### config.mk
export PLATFORM = sky130hd
export DESIGN_NAME = inst_queue
export DESIGN_NICKNAME = d
export VERILOG_FILES = /design/src/rtl/inst_queue.sv
export SDC_FILE = /design/constraint.sdc
export NUM_CORES = 2
export LEC_CHECK = 0
export ABC_CLOCK_PERIOD_IN_PS = 6240
export CORE_MARGIN = 10
export CORE_UTILIZATION = 40
export DETAILED_ROUTE_END_ITERATION = 10
export PLACE_DENSITY_LB_ADDON = 0.2
export SLEW_MARGIN = 5
export SYNTH_ARGS = -nofsm -noshare
export SYNTH_HDL_FRONTEND = slang
export SYNTH_SLANG_ARGS = --single-unit
### constraint.sdc
create_clock -name clk -period 6.24 [get_ports clk]
set_clock_uncertainty 0.05 [all_clocks]
set_input_delay 0.936 -clock clk [delete_from_list [all_inputs] [get_ports clk]]
set_output_delay 0.936 -clock clk [all_outputs]
set_load 0.02 [all_outputs]
### src/rtl/inst_queue.sv
// inst_queue: dual-issue instruction queue between fetch and Decoder.
//
// Holds up to DEPTH fetched instructions in program order. Fetch pushes 0-2
// instructions per cycle. The two oldest entries go to Decoder as inst0/inst1.
// Both are popped together when Decoder is not stalled. A writeback flush
// empties the queue.
//
// Optional build macro: IQ_BYPASS_EN. When it is defined and the queue is
// empty, the fetch slots drive the f1 outputs in the same cycle. If Decoder
// accepts them, they are never written into the queue.
//
// Ports:
//   clk, rst                        clock, synchronous active-high reset
//   flush_iq_i                      discard all entries (beats stall/enq/deq)
//   stall_decoder_inst0/1_i         Decoder slot stalls; either one blocks the pop
//   fetch_inst0/1_{valid,pc,inst}_i fetch slots; slot1 is younger and needs slot0
//   iq_ready_o                      room for two more entries (registered count only)
//   inst0/1_f1_{valid,pc,inst}_o    oldest and second-oldest entries to Decoder
//   iq_count_o                      current occupancy
module inst_queue #(
    parameter int  DEPTH = 8,
    localparam int PTR_W = $clog2(DEPTH)
) (
    input  logic             clk,
    input  logic             rst,
    input  logic             flush_iq_i,
    input  logic             stall_decoder_inst0_i,
    input  logic             stall_decoder_inst1_i,
    input  logic             fetch_inst0_valid_i,
    input  logic [63:0]      fetch_inst0_pc_i,
    input  logic [31:0]      fetch_inst0_inst_i,
    input  logic             fetch_inst1_valid_i,
    input  logic [63:0]      fetch_inst1_pc_i,
    input  logic [31:0]      fetch_inst1_inst_i,
    output logic             iq_ready_o,
    output logic             inst0_f1_valid_o,
    output logic [63:0]      inst0_f1_pc_o,
    output logic [31:0]      inst0_f1_inst_o,
    output logic             inst1_f1_valid_o,
    output logic [63:0]      inst1_f1_pc_o,
    output logic [31:0]      inst1_f1_inst_o,
    output logic [PTR_W:0]   iq_count_o
);

    localparam int CNT_W = PTR_W + 1;

    logic [63:0]      mem_pc_q   [DEPTH];
    logic [63:0]      mem_pc_d   [DEPTH];
    logic [31:0]      mem_inst_q [DEPTH];
    logic [31:0]      mem_inst_d [DEPTH];
    logic [PTR_W-1:0] rd_ptr_q, rd_ptr_d;
    logic [PTR_W-1:0] wr_ptr_q, wr_ptr_d;
    logic [CNT_W-1:0] count_q, count_d;

    logic             ready;
    logic             accept;
    logic             st_v0, st_v1;
    logic             byp_take;
    logic             enq0, enq1;
    logic [1:0]       enq_n, deq_n;
    logic [PTR_W-1:0] rd_ptr_p1, wr_ptr_p1;

    always_comb begin
        rd_ptr_p1 = rd_ptr_q + PTR_W'(1);
        wr_ptr_p1 = wr_ptr_q + PTR_W'(1);

        // Ready looks only at the registered count. A pop in the same cycle
        // does not free room early.
        ready  = (count_q <= CNT_W'(DEPTH - 2));
        accept = !stall_decoder_inst0_i && !stall_decoder_inst1_i && !flush_iq_i;

        // Valids of the stored entries. Reset and flush mask them at once.
        st_v0 = (count_q != '0)         && !flush_iq_i && !rst;
        st_v1 = (count_q >= CNT_W'(2))  && !flush_iq_i && !rst;

        inst0_f1_valid_o = st_v0;
        inst0_f1_pc_o    = st_v0 ? mem_pc_q[rd_ptr_q]    : 64'd0;
        inst0_f1_inst_o  = st_v0 ? mem_inst_q[rd_ptr_q]  : 32'd0;
        inst1_f1_valid_o = st_v1;
        inst1_f1_pc_o    = st_v1 ? mem_pc_q[rd_ptr_p1]   : 64'd0;
        inst1_f1_inst_o  = st_v1 ? mem_inst_q[rd_ptr_p1] : 32'd0;
        byp_take         = 1'b0;

`ifdef IQ_BYPASS_EN
        if ((count_q == '0) && !flush_iq_i && !rst) begin
            inst0_f1_valid_o = fetch_inst0_valid_i;
            inst0_f1_pc_o    = fetch_inst0_valid_i ? fetch_inst0_pc_i   : 64'd0;
            inst0_f1_inst_o  = fetch_inst0_valid_i ? fetch_inst0_inst_i : 32'd0;
            inst1_f1_valid_o = fetch_inst0_valid_i && fetch_inst1_valid_i;
            inst1_f1_pc_o    = inst1_f1_valid_o ? fetch_inst1_pc_i   : 64'd0;
            inst1_f1_inst_o  = inst1_f1_valid_o ? fetch_inst1_inst_i : 32'd0;
            // When Decoder takes the bypassed slots, they are never stored.
            byp_take         = accept && fetch_inst0_valid_i;
        end
`endif

        enq0  = fetch_inst0_valid_i && ready && !flush_iq_i && !rst && !byp_take;
        enq1  = enq0 && fetch_inst1_valid_i;
        enq_n = {1'b0, enq0} + {1'b0, enq1};

        // Only stored entries are popped. A bypassed pair never enters the
        // count, so it must not leave it either.
        deq_n = accept ? ({1'b0, st_v0} + {1'b0, st_v1}) : 2'd0;

        mem_pc_d   = mem_pc_q;
        mem_inst_d = mem_inst_q;
        if (enq0) begin
            mem_pc_d[wr_ptr_q]   = fetch_inst0_pc_i;
            mem_inst_d[wr_ptr_q] = fetch_inst0_inst_i;
        end
        if (enq1) begin
            mem_pc_d[wr_ptr_p1]   = fetch_inst1_pc_i;
            mem_inst_d[wr_ptr_p1] = fetch_inst1_inst_i;
        end

        rd_ptr_d = rd_ptr_q + PTR_W'(deq_n);
        wr_ptr_d = wr_ptr_q + PTR_W'(enq_n);
        count_d  = count_q + CNT_W'(enq_n) - CNT_W'(deq_n);

        if (flush_iq_i) begin
            rd_ptr_d = '0;
            wr_ptr_d = '0;
            count_d  = '0;
        end

        iq_ready_o = ready;
        iq_count_o = rst ? '0 : count_q;
    end

    always_ff @(posedge clk) begin
        if (rst) begin
            rd_ptr_q <= '0;
            wr_ptr_q <= '0;
            count_q  <= '0;
        end else begin
            rd_ptr_q <= rd_ptr_d;
            wr_ptr_q <= wr_ptr_d;
            count_q  <= count_d;
        end
    end

    // The storage array has no reset. Entries are only read when count says
    // they hold data.
    always_ff @(posedge clk) begin
        mem_pc_q   <= mem_pc_d;
        mem_inst_q <= mem_inst_d;
    end

endmodule

==> run metrics <==
outcome finished clean; Primary FF master, synth dfxtp_1; xor and xnor area share after synthesis 0.00155; RSZ-0062 raised after global routing false; TritonCTS clock tree built; Final #Nets 5363; Mapped Cells 5313; GP Congestion 0.811; clock latency on the worst-skew pair 0.67 ns; post-synthesis simple-gate area fraction 0.205; internal power 9.76 mW; multiplexer area fraction after synthesis 0.265; combinational share of power 0.154; wire length on met1 78700 um; DR top layer met5; period utilization 0.854; clock net sink count 778; Setup Buffers After CTS 0; CP Launch Type input port; Setup CP Type input port to output pin; # rows 123; drc violations 0; warnings from Yosys 0; DR WL met2 87800 um; Seq cells post-synth 778; Slew Viols, Final 0; total track usage 0.293; Leakage 17.2 nW; Peak VDD IR 185 uV; share of post-route cells with drive strength above 1 0.124; First DRT Iteration DRCs 5399; post-synth net total 5527; Top Ports 398; crit path max fanout 50; TNS Setup 0 ns; share of flip-flops with an asynchronous set or reset 0; top-count cell post-synth nand2_1; Req. time, crit path 5.25 ns; crit path capture type output pin; H-tree Lvls 3; Initial Utilization 0.403; Finished Layout Cells 6735; die width 357 um; Final Critical Period 5.33 ns; final count of hold timing violations 0; global route total overflow 0; core area 0.112 mm2; Mapped Area 0.0453 mm2; Seq pwr share 0.434; Switching Fraction 0.277; vias 43632; maxcap violations 0; top-area cell type share of the netlist area 0.344; WP data arrival 4.34 ns; CTS Buffer Depth 3; Synth Area in Compound Gates 0.111; slew margin rel. 0.175; most frequent cells after synthesis nand2_1 (1251), dfxtp_1 (778), nor3_1 (770), a31oi_1 (526), clkbuf_1 (486); root buf cell clkbuf_16; r2r setup slk 2.05 ns; vias in the first global route 41715; Final ANT Viol Nets 0; Clock transition at path regs 0.06 ns; EDFF count, synth 0; final hold slack 0.436 ns; Die Span Y 357 um; reported net switching power 3.73 mW; largest net degree at the start of global routing 172; Final Util 0.465; dominant cell type by area after synthesis dfxtp_1; Num CTS Buffers 91; clock power share 0.411; initial antenna violation count 30; met3 WL 22100 um; Pwr Density 258 mW/mm2; final wirelength 195000 um; area delta synth->final 15.4%; Mapped Avg Cell Area 8.53 um2; measured slew at the worst slew-check pin 1.24 ns; post-DP HPWL 104000 um; DRT Pass-1 Iters 5; DR vias/cell 6.48; count of hold-fix buffers inserted at cts 0; total power 13.5 mW; placed cells 6556; Port Buf Inserts 397; post-CTS resize count 0; Filler Cell Count 10620; Hold Crit Class register to register; largest family of logic cells by synthesized area multiplexers; die area 0.127 mm2; final setup violation count 0; Synth area leaders dfxtp_1 (34%), mux4_2 (19%), nand2_1 (10%); adder-cell share of the synthesized area 0.00480; wire per inst 28.9 um; Seq/Total Area, Yosys 0.344; FMAX 0.188 GHz; Netlist cell types 40; global-route wire length before repair 286000 um
[power groups by stage]
stage                     registers [mW]  logic, mW  clock network [mW]
after detailed placement            5.95       2.05                   0
after CTS                           5.85       2.06                5.59
after global placement              5.93       2.04                   0
after global routing                5.92       2.23                5.81
final                               5.86       2.08                5.55
after floorplan                     5.83       1.45                   0
[cell usage in the layout (no fill, tap or decap), drive strengths merged, types with 2 or more instances in the layout]
cell           instances
a21o                   2
a21oi                340
a31oi                526
and2                   7
buf                   81
bufinv                 4
clkbuf               140
clkdlybuf4s50        397
clkinv                17
dfxtp                778
diode                 16
fa                     4
ha                    11
inv                   14
mux2i                338
mux4                 384
nand2               1251
nand2b                 2
nand4                  2
nand4bb                2
nor2                 105
nor3                 770
nor4                   7
or2                   10
or4                    7
xnor2                  5
xor2                   3
[registers in the layout, indices dropped and copies added (netlist names)]
name	count
mem_inst_q	256
wr_ptr_q	3
mem_pc_q	512
count_q	4
rd_ptr_q	3
[final cells by class]
cell class | count | area [um2] | area share
multi-input cells | 3787 | 26800 | 0.513
flip-flops and latches | 778 | 15600 | 0.298
repair buffers | 478 | 4870 | 0.0931
clock buffers | 140 | 2820 | 0.0539
well taps | 1500 | 1880 | 0.0359
clock inverters | 23 | 221 | 0.00423
inverters | 13 | 48.8 | 0.000933
diodes | 16 | 40.0 | 0.000765
[per-layer routing]
metal  vias up  track usage
met5         -            0
met1     21545        0.401
li1      18848            -
met4        30       0.0992
met2      2786        0.453
met3       423       0.0656
[logic make-up after synthesis]
| family | after synthesis |
|---|---|
| multiplexers | 722 |
| AO/OA/AOI/OAI | 872 |
| adder cells (fa/ha/maj) | 15 |
| buffers and inverters | 748 |
| AND/OR/NAND/NOR | 2170 |
| flip-flops | 778 |
| XOR/XNOR | 8 |
[final timing paths]
check / from / endpoint / cells past startpoint
setup / recovery: rst / inst0_f1_valid_o / 8
hold / removal: mem_pc_q[82] / mem_pc_q[82] / 2
setup reg to reg: count_q[3] / count_q[3] / 16
hold reg to reg: mem_pc_q[82] / mem_pc_q[82] / 2
[critical path: stages]
cell             delay (ns)
clkdlybuf4s50_1        0.86
or2_2                  0.30
a21o_4                 0.45
inv_1                  0.20
a21oi_4                0.16
buf_4                  0.53
inv_1                  0.16
clkdlybuf4s50_1        0.72
[metrics by stage]
stage	setup slack, ns	cell area [um2]
2_1_floorplan	1.70	45300
3_3_place_gp	0.730	49200
3_5_place_dp	0.683	49200
4_1_cts	0.950	52300
5_1_grt	0.800	52300
6_report	0.910	52300
Note: power is estimated with default switching activity, not from simulation.
